--- src/rtl/ram_pkg.sv ---
// Shared types and helpers for the parametrised synchronous RAM.
package ram_pkg;

    typedef enum logic {
        CLEAR = 1'b0,
        IDLE  = 1'b1
    } state_t;

    // Address width for a given depth, never narrower than one bit.
    function automatic int addr_w_for(input int depth);
        int w;
        w = $clog2(depth);
        return (w < 1) ? 1 : w;
    endfunction

endpackage

--- src/rtl/ram_core.sv ---
// Storage array with one write port and a registered read port; read data lands one edge after re.
// No backpressure: every we/re presented is performed at the next edge.
module ram_core
    import ram_pkg::*;
#(
    parameter int DATA_W = 8,
    parameter int DEPTH  = 16,
    parameter int ADDR_W = addr_w_for(DEPTH)
) (
    input  logic              clk,
    input  logic              rst_n,
    input  logic              we,
    input  logic [ADDR_W-1:0] waddr,
    input  logic [DATA_W-1:0] wdata,
    input  logic              re,
    input  logic [ADDR_W-1:0] raddr,
    input  logic              rzero,
    output logic [DATA_W-1:0] rdata
);

    logic [DATA_W-1:0] mem [DEPTH];

    // The array itself carries no reset; zeroing is the sequencer's job.
    always_ff @(posedge clk) begin
        if (we) begin
            mem[waddr] <= wdata;
        end
    end

    always_ff @(posedge clk or negedge rst_n) begin
        if (!rst_n) begin
            rdata <= '0;
        end else if (re) begin
            rdata <= rzero ? '0 : mem[raddr];
        end
    end

endmodule

--- src/rtl/ram_sync_param.sv ---
// Single-port RAM with clear sequencer and range check; reads return after 1 cycle with a valid pulse.
// No backpressure: requests while busy (clearing) or alongside clear are silently dropped.
module ram_sync_param
    import ram_pkg::*;
#(
    parameter int DATA_W = 8,
    parameter int DEPTH  = 16,
    parameter int ADDR_W = addr_w_for(DEPTH)
) (
    input  logic              clk,
    input  logic              rst_n,
    input  logic              enable,
    input  logic              write_enable,
    input  logic [ADDR_W-1:0] addr,
    input  logic [DATA_W-1:0] dados_in,
    input  logic              clear,
    output logic [DATA_W-1:0] dados_out,
    output logic              dados_valid,
    output logic              addr_err,
    output logic              busy
);

    localparam logic [ADDR_W:0]   DEPTH_C = (ADDR_W+1)'(DEPTH);
    localparam logic [ADDR_W-1:0] LAST_C  = ADDR_W'(DEPTH - 1);

    state_t            state;
    state_t            state_nxt;
    logic [ADDR_W-1:0] clr_ptr;
    logic              clr_last;
    logic              in_range;
    logic              accept;
    logic              mem_we;
    logic [ADDR_W-1:0] mem_waddr;
    logic [DATA_W-1:0] mem_wdata;
    logic              mem_re;

    assign busy     = (state == CLEAR);
    assign clr_last = (clr_ptr == LAST_C);
    assign in_range = ({1'b0, addr} < DEPTH_C);
    assign accept   = (state == IDLE) && enable && !clear;

    always_ff @(posedge clk or negedge rst_n) begin
        if (!rst_n) begin
            state <= CLEAR;
        end else begin
            state <= state_nxt;
        end
    end

    always_comb begin
        state_nxt = state;
        case (state)
            CLEAR:   if (clr_last) state_nxt = IDLE;
            IDLE:    if (clear)    state_nxt = CLEAR;
            default: state_nxt = CLEAR;
        endcase
    end

    // Pointer parks at 0 outside CLEAR so every sequence starts from word 0.
    always_ff @(posedge clk or negedge rst_n) begin
        if (!rst_n) begin
            clr_ptr <= '0;
        end else if (state == CLEAR && !clr_last) begin
            clr_ptr <= clr_ptr + ADDR_W'(1);
        end else begin
            clr_ptr <= '0;
        end
    end

    always_comb begin
        mem_we    = 1'b0;
        mem_waddr = addr;
        mem_wdata = dados_in;
        if (state == CLEAR) begin
            mem_we    = 1'b1;
            mem_waddr = clr_ptr;
            mem_wdata = '0;
        end else if (accept && write_enable && in_range) begin
            mem_we = 1'b1;
        end
    end

    assign mem_re = accept && !write_enable;

    ram_core #(
        .DATA_W (DATA_W),
        .DEPTH  (DEPTH),
        .ADDR_W (ADDR_W)
    ) u_core (
        .clk   (clk),
        .rst_n (rst_n),
        .we    (mem_we),
        .waddr (mem_waddr),
        .wdata (mem_wdata),
        .re    (mem_re),
        .raddr (addr),
        .rzero (!in_range),
        .rdata (dados_out)
    );

    always_ff @(posedge clk or negedge rst_n) begin
        if (!rst_n) begin
            dados_valid <= 1'b0;
            addr_err    <= 1'b0;
        end else begin
            dados_valid <= mem_re;
            addr_err    <= accept && !in_range;
        end
    end

endmodule

--- config.mk ---
export PLATFORM = sky130hd
export DESIGN_NAME = ram_sync_param
export DESIGN_NICKNAME = d
export VERILOG_FILES = /design/src/rtl/ram_pkg.sv /design/src/rtl/ram_core.sv /design/src/rtl/ram_sync_param.sv
export SDC_FILE = /design/constraint.sdc
export NUM_CORES = 1
export LEC_CHECK = 0
export BUFFER_PORTS_ARGS = -buffer_cell sky130_fd_sc_hd__buf_2
export CORE_MARGIN = 2
export CORE_UTILIZATION = 59
export DETAILED_ROUTE_END_ITERATION = 12
export PLACE_DENSITY = 0.87
export SYNTH_ARGS = -nofsm -noshare
export SYNTH_HDL_FRONTEND = slang
export SYNTH_SLANG_ARGS = --single-unit
--- constraint.sdc ---
create_clock -name clk -period 2.15 [get_ports clk]
set_input_delay 0.1075 -clock clk [delete_from_list [all_inputs] [get_ports clk]]
set_output_delay 0.1075 -clock clk [all_outputs]
set_load 0.01 [all_outputs]
# ---- Word level (Yosys, flattened, before mapping)
# Memories as Yosys holds them, arrays and structs flattened. A register that Yosys moved wholly into a read port is not among the register bits.
# Cells that the tools add are included.
dict set report classes {
  add_sub_neg 1
  n_eq_ne 1
  muxes 10
  bitwise_logic 1
  n_reduce_logical 9
}
# op count
set ops {}
lappend ops {{4-bit 2-to-1 mux} 2}
lappend ops {{8-bit 2-to-1 mux} 1}
lappend ops {{1-bit 2-to-1 mux} 6}
lappend ops {{1-bit logical AND} 5}
lappend ops {{4-bit by 1-bit adder with 4-bit output (second input constant)} 1}
lappend ops {{4-bit equality test (second input constant)} 1}
lappend ops {{1-bit zero test} 4}
lappend ops {{1-bit one-hot mux with 2 select lines} 1}
lappend ops {{1-bit NOT} 1}
dict set report word_totals {
  output_inout_bits 11
  ramBits 128
  regBits 6
  mem_count 1
}
# name words width read_ports rd_ports_with_merged_regs wr line
set mem_list {}
lappend mem_list {u_core.mem 16 8 1 1 1 ram_core.sv:21} ;# logic [DATA_W-1:0] mem [DEPTH];

# ---- Logic depth before layout (Yosys ltp)
# Gate-level depths: netlist of the first run.
dict set report depth {
  word_depth 7
  ltp_mapped 6
  mapped_depth_nobuf 5
}

# ---- Hierarchy
# From an unflattened synthesis of the first run, not the netlist that was laid out.
dict set report unflattened {
  cells_unflattened 356
  hier_area_um2 5818.1
}
# mod cells_per_inst instances seq_area_each_um2 area_each_um2
set modules_own_cells {}
lappend modules_own_cells {ram_core 316 1 4043.9 5408.9}
lappend modules_own_cells {ram_sync_param 40 1 150.1 409.1}

# ---- Worst setup path before layout of the first run
# OpenSTA, ideal clock, no wires.
dict set report synth_timing {
  path_kind {flip-flop to flip-flop}
  start {register state}
  end {memory u_core.mem[1][0] (enable)}
  slack_ns 0.276
  path_buffers 1
  synth_period_minus_slack_ns 1.874
  path_stages_with_launch 5
  required_ns 1.780
  setup_ns 0.370
  arrival_time_ns 1.504
  path_cell_list {dfrtp_1 > clkbuf_1 > inv_1 > o32a_1 > nor2_1}
}
dict set report synth_between {
  elab_chain_len 7
  word_cells_on_any_way 8
}
# element line
set synth_lines {}
lappend synth_lines {{start: declaration} ram_sync_param.sv:26} ;# state_t state;
lappend synth_lines {{start signal: assignment} ram_sync_param.sv:46} ;# state <= state_nxt;
lappend synth_lines {{1-bit logical AND (2 in a row)} ram_sync_param.sv:40} ;# assign accept = (state == IDLE) && enable && !clear;
lappend synth_lines {{1-bit logical AND} ram_sync_param.sv:78} ;# end else if (accept && write_enable && in_range) begin
lappend synth_lines {{1-bit 2-to-1 mux} ram_sync_param.sv:78}
lappend synth_lines {{1-bit 2-to-1 mux} ram_sync_param.sv:74} ;# if (state == CLEAR) begin
lappend synth_lines {{1-bit 2-to-1 mux} ram_core.sv:25} ;# if (we) begin
lappend synth_lines {{1-bit 2-to-1 mux (not written as such)} ram_core.sv:26} ;# mem[waddr] <= wdata;
lappend synth_lines {{end: declaration} ram_core.sv:21}
# Several ways; a longest one is shown, not always the timed one.

# ---- Final worst setup path of the first run
dict set report layout_timing {
  start {register state}
  end {register u_core.rdata[4], read port of u_core.mem}
}
dict set report layout_between {
  elab_chain_len 3
}
# element line
set layout_lines {}
lappend layout_lines {{1-bit logical AND (2 in a row)} ram_sync_param.sv:40}
lappend layout_lines {{1-bit logical AND} ram_sync_param.sv:83} ;# assign mem_re = accept && !write_enable;
lappend layout_lines {{end: declaration} ram_core.sv:18} ;# output logic [DATA_W-1:0] rdata
# No other way between the ends.

==> summary.md, run 1 <==
| Metric | Value |
|---|---|
| Status | completed |
| EDFF count, synth | 128 |
| Synthesis-to-layout area growth | 18.3% |
| Internal | 5.92 mW |
| MaxCap Viol Count | 0 |
| Grt peak-use layer | met2 |
| CTS tree | built |
| Detail Placement HPWL | 7670 um |
| Worst vdd ir | 0.00103 V |
| Synth Instances | 292 |
| Share of the synthesized area in the top cell type | 0.678 |
| Switch Pwr | 2.39 mW |
| Die X | 102 um |
| Tcrit/Tclk final | 0.925 |
| Clk_skew | 12.5 ps |
| CP max FO | 11 |
| Clk Latency, worst-skew pair | 520 ps |
| Vias in the first global route | 3189 |
| Synth warn | 0 |
| Final Max Slew Viols | 0 |
| Proportion of layout cells with a drive suffix above 1 | 0.310 |
| Via density | 6.20 |
| Nets | 376 |
| DRC | 0 |
| Post-synthesis async set-or-reset flop share | 0.0986 |
| Setup_tns | 0 ps |
| Net Count, Synth | 310 |
| Hold Crit Class | primary input to async pin |
| Met2 Use GR | 0.417 |
| Pin count of the biggest net entering global routing | 23 |
| Worst Slack Setup Final | 162 ps |
| Via count | 3098 |
| Row count | 35 |
| TritonRoute pass-1 iters | 5 |
| Cell with the most instances after synthesis | edfxtp_1 |
| First-pass GRT wire length | 18400 um |
| GR Util met3 | 0.0684 |
| Routing usage on met1 | 0.328 |
| RSZ-0062 raised after global routing | false |
| Crit path from | state |
| Flops & latches, synth | 142 |
| Final core utilization | 0.723 |
| GRT overflow | 0 |
| DIE AREA | 10400 sq um |
| Clk pwr share | 0.340 |
| GPL Wtd Cong | 0.845 |
| Critical path type | register to register |
| PD cells | 1240 nW/um^2 |
| Top-Level Pins | 28 |
| Worst-Margin Slew | 900 ps |
| DIE HEIGHT | 102 um |
| Fillers | 547 |
| Non-Filler Instances | 500 |
| Reg power frac | 0.474 |
| Post-Route WL | 12200 um |
| TritonCTS buffer count | 17 |
| Post-synthesis sequential area ratio | 0.739 |
| Yosys cell types | 38 |
| Final Hold Violating Endpoints | 0 |
| Clock transition at path regs | 60 ps |
| Logic pwr share | 0.186 |
| Setup bufs post-CTS | 0 |
| Worst r2r src | state |
| Dominant cell type by area after synthesis | edfxtp_1 |
| Sw Share | 0.288 |
| Pre-CTS setup slack | 238 ps |
| CP endpoint kind | register |
| Root Buffer | clkbuf_8 |
| PortBufs | 26 |
| Post-detailed-route wirelength per cell | 24.4 um |
| Post-synthesis cell area | 5670 sq um |
| Initial DRC Count | 265 |
| DP Cell Count | 465 |
| Fmax | 503 MHz |
| Max Root-Sink Buffers | 2 |
| Avg Inst Size Synth | 19.4 sq um |
| Clock sink total | 142 |
| Crit path DAT | 2440 ps |
| H-Tree Depth | 4 |
| Commonest register cell after synthesis | edfxtp_1 |
| Worst path required time | 2600 ps |
| Ant diodes | 0 |
| Final antenna-violating net count | 0 |
| Crit path launch type | register |
| Core Region | 9280 sq um |
| Synth top area cells | edfxtp_1 68%, mux4_2 8.7%, dfrtp_1 6.2%, mux4_1 4.6%, nor2_1 1.4% |
| Endpoints failing setup | 0 |
| Initial antenna violation count | 0 |
| Fin crit period | 1990 ps |
| GRT Util Overall | 0.257 |
| Starting Density | 0.611 |
| Post-synth top cells | 128 x edfxtp_1, 22 x mux4_2, 21 x nor2_1 |
| Max-slew headroom | 0.398 |
| Leak | 2.45 nW |
-- layer usage --
metal,share of wire,wire length (um),up-vias
met4,0.033,405,0
li1,-,-,1322
met2,0.51,6200,183
met3,0.063,769,32
met1,0.39,4810,1561
met5,0,0,-
-- cells by family after synthesis --
kind of cell             after synthesis  synth area share
flip-flops                           142             0.739
XOR/XNOR                               1           0.00154
AO/OA/AOI/OAI                         27            0.0362
AND/OR/NAND/NOR                       61            0.0505
buffers and inverters                 19            0.0216
multiplexers                          40             0.148
adder cells (fa/ha/maj)                1           0.00221
other                                  1          0.000661
-- worst max-delay path, stage by stage, from the launching register on --
cell and delay (ps):
dfrtp_1 500, buf_4 180, nand4bb_2 290, buf_4 270
nor3_1 300, a22o_1 240, a221o_1 140
-- layout by cell type (no fill, tap or decap), types with 2 or more instances in the layout --
cell type	netlist	final
a21oi_1	3	3
a221o_1	3	3
a22o_1	3	3
a22oi_1	4	4
a31oi_1	3	3
and2_1	9	9
and3_1	2	2
buf_2	4	26
buf_4	4	32
clkbuf_16	0	16
clkinvlp_4	0	3
dfrtp_1	14	14
dlygate4sd3_1	0	3
edfxtp_1	128	128
inv_1	4	4
inv_6	0	6
inv_8	0	3
mux2i_1	7	7
mux4_1	10	10
mux4_2	22	22
nand2_1	20	20
nor2_1	21	21
nor3_1	3	3
o21ai_0	2	2
o22ai_1	2	2
o311ai_0	4	4
-- state kept, by name, summed over array words and instances (netlist names) --
| signal | count |
|---|---|
| state | 1 |
| clr_ptr | 4 |
| dados_valid | 1 |
| u_core.mem | 128 |
| u_core.rdata | 8 |
-- power groups by stage --
stage                     clock [mW]  sequential [mW]  combinational [mW]
final                           2.82             3.94                1.55
after global routing            2.97             3.98                1.66
after CTS                       2.85             3.93                1.54
after detailed placement           0             3.97                1.51
after global placement             0             3.93                1.44
after floorplan                    0             3.91               0.856
-- final cells by class --
type,instances,area (sq um),area share
well taps,129,161,0.0241
clock inverters,15,164,0.0244
inverters,5,18.8,0.00280
multi-input cells,131,1360,0.202
clock buffers,17,414,0.0617
repair buffers,61,400,0.0597
flip-flops and latches,142,4190,0.625
-- per-stage QoR --
step                      hold WS [ps]  power (mW)  instance area, sq um
after floorplan                   -188        4.77                  5670
after global placement            17.5        5.37                  6100
after detailed placement          23.8        5.48                  6100
after CTS                         18.8        8.33                  6710
after global routing              41.5        8.61                  6710
final                             36.5        8.31                  6710
-- path summary, 6_finish.rpt --
path	slack, ps	cells after the start	to
worst max-delay path	160	6	u_core.rdata[4]
worst min-delay path	40	2	u_core.rdata[3]
worst max register to register	160	6	u_core.rdata[4]
worst min register to register	520	2	u_core.rdata[6]
max in group asynchronous	1860	2	u_core.rdata[4]
min in group clk	120	4	u_core.rdata[2]
-- timing repair --
action | in CTS | in global routing
hold endpoints to repair | 16 | 0
hold buffers | 3 | 0
gates resized for setup | 0 | 0
Note: power is estimated with default switching activity, not from simulation.
==> run 2: changes to the inputs <==
Settings changed: CAP_MARGIN set to 40, CELL_PAD_IN_SITES_DETAIL_PLACEMENT set to 0, CELL_PAD_IN_SITES_GLOBAL_PLACEMENT set to 2, CORE_UTILIZATION 59 to 47, PLACE_DENSITY 0.87 to 0.89.
==> run 2 against run 1 <==
Clock-buffer cell count increased by 3. Clock skew is 4.5 ps lower. Register-to-register slack got worse by 50 ps. Die area increased by 24%. Hold slack better by 66 ps. Via count down 3.7%. Sequential share of layout area shrank 0.49 points. Flip-flop and latch count stayed put. Clock power up 12%. Combinational power is 5% lower. Core utilization is 15 points lower. Design area grew 0.78%. Critical endpoint is now u_core.mem[14][1]. Largest cell class unchanged.
==> summary.md, run 2 (same netlist as run 1, synthesis figures left out) <==
| Metric | Value |
|---|---|
| Commonest non-fill, non-tap cell in the layout | edfxtp_1 |
| Max Root-Sink Buffers | 2 |
| First-pass GRT wire length | 17200 um |
| Ant diodes | 0 |
| GRT overflow | 0 |
| Critical path type | register to register |
| Worst Slack Setup Final | 113 ps |
| Clock sink total | 142 |
| Worst-Margin Slew | 863 ps |
| Tcrit/Tclk final | 0.947 |
| Die X | 114 um |
| Via density | 5.81 |
| Post-DP Area | 6090 sq um |
| Nets | 371 |
| DIE AREA | 13000 sq um |
| CP max FO | 13 |
| Worst path required time | 2190 ps |
| GPL Wtd Cong | 0.814 |
| Initial DRC Count | 199 |
| Clk_skew | 8.04 ps |
| Starting Density | 0.476 |
| Fmax | 491 MHz |
| PortBufs | 26 |
| Top-Level Pins | 28 |
| H-Tree Depth | 4 |
| Length of routed wiring on met1 | 4910 um |
| Worst vdd ir | 0.000853 V |
| Resize count post-CTS | 0 |
| RSZ-0062 raised after global routing | false |
| Status | completed |
| Leading registers by flop count | u_core.mem: 128 flops, u_core.rdata: 8 flops, clr_ptr: 4 flops |
| Worst Path Buf+Inv | 0 |
| GRT Util Overall | 0.190 |
| Post-detailed-route wirelength per cell | 22.3 um |
| TritonCTS buffer count | 17 |
| Post-route design area | 6760 sq um |
| CP max-delay cell | nor2_1 |
| Fin crit period | 2040 ps |
| Met3 routed WL | 624 um |
| Most frequent cells in the layout | 128 x edfxtp_1, 28 x buf_4, 26 x buf_2 |
| Critical path's most frequent cell | nand2_1 |
| Pre-CTS setup slack | 130 ps |
| Via count | 2983 |
| Hold Crit Class | primary input to register |
| DP Cell Count | 479 |
| Crit path launch type | register |
| PD cells | 1270 nW/um^2 |
| Crit path DAT | 2070 ps |
| CTS tree | built |
| Vias in the first global route | 2971 |
| Max reg flops | 128 |
| Clock transition at path regs | 50 ps |
| Proportion of layout cells with a drive suffix above 1 | 0.298 |
| MaxCap Viol Count | 0 |
| Core Region | 11900 sq um |
| Post-Route WL | 11400 um |
| Fillers | 897 |
| Max stage delay on crit path | 680 ps |
| Final Hold Violating Endpoints | 0 |
| Endpoints failing setup | 0 |
| Initial antenna violation count | 0 |
| Synthesis-to-layout area growth | 19.2% |
| Largest reg by FF count | u_core.mem |
| CP Cell Sequence | nand2_1 > o22ai_1 > nand2_1 > nor2_1 |
| Row count | 40 |
| Final Max Slew Viols | 0 |
| Highest Signal Layer | met4 |
| Leak | 2.45 nW |
| Setup_tns | 0 ps |
| Root Buffer | clkbuf_16 |
| Non-Filler Instances | 513 |
| Max-slew headroom | 0.423 |
| Metal2 WL | 5540 um |
| Final antenna-violating net count | 0 |
| DRC | 0 |
| DIE HEIGHT | 114 um |
| CP endpoint kind | register |
| Pin count of the biggest net entering global routing | 22 |
| Detail Placement HPWL | 7580 um |
| Clk Latency, worst-skew pair | 420 ps |
| Kind of cell adding the most delay to the critical path | simple AND/OR/NAND/NOR gates |
| TritonRoute pass-1 iters | 5 |
==> run 2: cell types whose count changed in the layout (fill, tap and decap cells not counted), sizes merged <==
cell / previous run / this run
clkbuf: 17 / 20
dlygate4sd3: 3 / 2
clkinv: 2 / 4
inv: 14 / 5
buf: 58 / 54
bufinv: 1 / 5
==> run 2: power breakdown <==
part	leakage (nW)	switching [mW]	total (mW)	internal, mW
Combinational	0.763	0.876	1.48	0.604
Clock	0.309	1.06	3.17	2.11
Sequential	1.38	0.216	3.93	3.71
==> run 2: cell type report <==
type	instances	area, sq um	share of cell area
multi-input cells	131	1360	0.201
flip-flops and latches	142	4190	0.620
clock buffers	20	457	0.0675
well taps	147	184	0.0272
repair buffers	56	360	0.0533
clock inverters	12	191	0.0283
inverters	5	18.8	0.00278
==> run 2: metrics by stage <==
stage               total power, mW  utilization  hold slack (ps)
floorplan                      4.77            -             -188
global placement               5.41        0.512             21.5
detailed placement             5.47        0.512             31.4
CTS                            8.63        0.568             90.9
global route                   8.90        0.568             96.3
finish                         8.58        0.568              103
==> run 2: path summary, 6_finish.rpt <==
| path | cells past startpoint | slack, ps | from | endpoint |
|---|---|---|---|---|
| max | 4 | 110 | state | u_core.mem[14][1] |
| min | 2 | 100 | addr[3] | u_core.rdata[7] |
| max reg2reg | 4 | 110 | state | u_core.mem[14][1] |
| min reg2reg | 2 | 490 | u_core.rdata[7] | u_core.rdata[7] |
| max in group asynchronous | 2 | 1770 | rst_n | u_core.rdata[3] |
| min in group asynchronous | 2 | 120 | rst_n | u_core.rdata[2] |
==> run 2: routing by layer <==
layer / global-route usage / vias to the layer above
li1: - / 1307
met1: 0.256 / 1539
met2: 0.293 / 116
met3: 0.0499 / 21
met4: 0.0919 / 0
met5: 0 / -
==> run 2: timing repair <==
action,CTS,global route
buffers inserted,0,0
endpoints found under the hold margin,15,0
hold buffers,2,0
==> run 3: changes to the inputs <==
Settings changed: ABC_AREA set to 1, CORE_UTILIZATION 47 to 40.
==> run 3 against run 2 <==
Flip-flop and latch count is the same. Clock-buffer cell count down 1. Core utilization down 8.0 points. Combinational power rose by 49%. Final cell count increased by 77%. Largest cell class unchanged.
==> summary.md, run 3 <==
| Metric | Value |
|---|---|
| Worst Path Buf+Inv | 2 |
| Post-route design area | 7440 sq um |
| Worst path required time | 2270 ps |
| Synth Instances | 632 |
| Starting Density | 0.409 |
| Root Buffer | clkbuf_16 |
| Ant diodes | 0 |
| Endpoints failing setup | 0 |
| Kind of cell adding the most delay to the critical path | flip-flops |
| Clock sink total | 142 |
| GRT overflow | 0 |
| Yosys cell types | 21 |
| Avg Inst Size Synth | 9.88 sq um |
| TritonRoute pass-1 iters | 8 |
| Vias in the first global route | 4204 |
| Hold Crit Class | primary input to register |
| Max Root-Sink Buffers | 2 |
| TritonCTS buffer count | 17 |
| Commonest register cell after synthesis | edfxtp_1 |
| Synthesis-to-layout area growth | 19.2% |
| Post-DP Area | 6790 sq um |
| Via density | 4.72 |
| GRT Util Overall | 0.192 |
| Clk_skew | 7.40 ps |
| Leading registers by flop count | u_core.mem: 128 flops, u_core.rdata: 8 flops, clr_ptr: 4 flops |
| GPL Wtd Cong | 0.908 |
| Fin crit period | 1880 ps |
| Critical path type | register to register |
| Die X | 129 um |
| EDFF count, synth | 128 |
| H-Tree Depth | 4 |
| PortBufs | 26 |
| DIE AREA | 16600 sq um |
| Pin count of the biggest net entering global routing | 65 |
| Max stage delay on crit path | 470 ps |
| Most frequent cells in the layout | 210 x nand2_1, 128 x edfxtp_1, 111 x inv_1 |
| Tcrit/Tclk final | 0.873 |
| Setup_tns | 0 ps |
| PD cells | 1280 nW/um^2 |
| Synth top area cells | edfxtp_1 62%, nand2_1 13%, nand3_1 8.1%, inv_1 6.7%, dfrtp_1 5.6% |
| Synth warn | 0 |
| Final Hold Violating Endpoints | 0 |
| Crit path launch type | register |
| Leak | 3.40 nW |
| Worst-Margin Slew | 670 ps |
| Setup bufs post-CTS | 0 |
| CP Cell Sequence | buf_4 > o21ai_0 > nand2_1 > nor2_1 > buf_4 |
| First-pass GRT wire length | 23200 um |
| Via count | 4298 |
| Crit path DAT | 2000 ps |
| DIE HEIGHT | 129 um |
| Clock transition at path regs | 60 ps |
| Share of the synthesized area in the top cell type | 0.615 |
| Row count | 45 |
| Max reg flops | 128 |
| Initial antenna violation count | 0 |
| Flops & latches, synth | 142 |
| CP endpoint kind | register |
| Net Count, Synth | 650 |
| CTS tree | built |
| Final antenna-violating net count | 0 |
| Post-detailed-route wirelength per cell | 16.4 um |
| Nets | 704 |
| CP max FO | 11 |
| Detail Placement HPWL | 10100 um |
| Reg area | 4190 sq um |
| Post-synthesis sequential area ratio | 0.671 |
| DRC | 0 |
| Core Region | 15300 sq um |
| Commonest non-fill, non-tap cell in the layout | nand2_1 |
| Status | completed |
| Area of the multi-input gates | 1460 sq um |
| Post-synthesis async set-or-reset flop share | 0.0986 |
| Post-synthesis cell area | 6250 sq um |
| Initial DRC Count | 284 |
| Dominant cell type by area after synthesis | edfxtp_1 |
| Largest reg by FF count | u_core.mem |
| Fmax | 533 MHz |
| Final hold slack | 50.9 ps |
| CP max-delay cell | dfrtp_1 |
| Post-Route WL | 14900 um |
| MaxCap Viol Count | 0 |
| Max-slew headroom | 0.553 |
| Clk Latency, worst-skew pair | 410 ps |
| Post-synth top cells | 210 x nand2_1, 128 x edfxtp_1, 111 x inv_1 |
| RSZ-0062 raised after global routing | false |
| Worst vdd ir | 0.000604 V |
| Fillers | 1352 |
| Final Total Pwr | 9.55 mW |
| Critical path's most frequent cell | buf_4 |
| Top-Level Pins | 28 |
| Proportion of layout cells with a drive suffix above 1 | 0.143 |
| Final Max Slew Viols | 0 |
| Cell with the most instances after synthesis | nand2_1 |
[run 3: final cells by class]
class	instances	area share
multi-input combinational	343	0.195
timing repair buffer	63	0.0608
clock buffer	19	0.0595
tap	211	0.0355
sequential	142	0.563
inverter	119	0.0603
clock inverter	13	0.0250
[run 3: timing repair]
action,4_1_cts,5_1_grt
gates resized for setup,0,0
endpoints found under the hold margin,16,0
hold buffers,3,0
[run 3: metal layers]
layer  routed length [um]  GRT usage  share of wire  vias to the layer above
met3                  789     0.0416          0.053                       20
met5                    0          0              0                        -
li1                     -          -              -                     2119
met4                  207     0.0614          0.014                        0
met2                 7590      0.330           0.51                      123
met1                 6310      0.243           0.42                     2036
[run 3: final timing paths]
| kind | from | to | slack [ps] | depth (start not counted) |
|---|---|---|---|---|
| worst max-delay path | state | u_core.mem[8][6] | 270 | 5 |
| worst min-delay path | enable | dados_valid | 50 | 3 |
| worst max register to register | state | u_core.mem[8][6] | 270 | 5 |
| worst min register to register | u_core.rdata[2] | u_core.rdata[2] | 470 | 2 |
| max in group asynchronous | rst_n | dados_valid | 1750 | 2 |
| min in group asynchronous | rst_n | u_core.rdata[5] | 150 | 2 |
[run 3: cells by family (layout without fill, tap and decap cells)]
| logic type | count (synthesis) | count (layout) | share of synthesized area |
|---|---|---|---|
| AO/OA/AOI/OAI | 6 | 6 | 0.00521 |
| XOR/XNOR | 1 | 1 | 0.00140 |
| adder cells (fa/ha/maj) | 1 | 1 | 0.00200 |
| buffers and inverters | 147 | 214 | 0.0956 |
| flip-flops | 142 | 142 | 0.671 |
| other | 1 | 1 | 0.000600 |
| AND/OR/NAND/NOR | 334 | 334 | 0.224 |
[run 3: worst min-delay path: stages]
cell and delay, ps:
buf_2 90, inv_1 110, nor4_4 90
[run 3: power by group]
part	internal [mW]	switching (mW)
clock	1.98	1.12
sequential	4.01	0.238
combinational	0.691	1.52
total	6.68	2.88
[run 3: per-stage QoR]
step                std cells  utilization  worst slack, ps
finish                    910        0.488              274
global route              910        0.488             85.2
global placement          875        0.445              298
floorplan                 632            -              421
CTS                       910        0.488              260
detailed placement        875        0.445              273
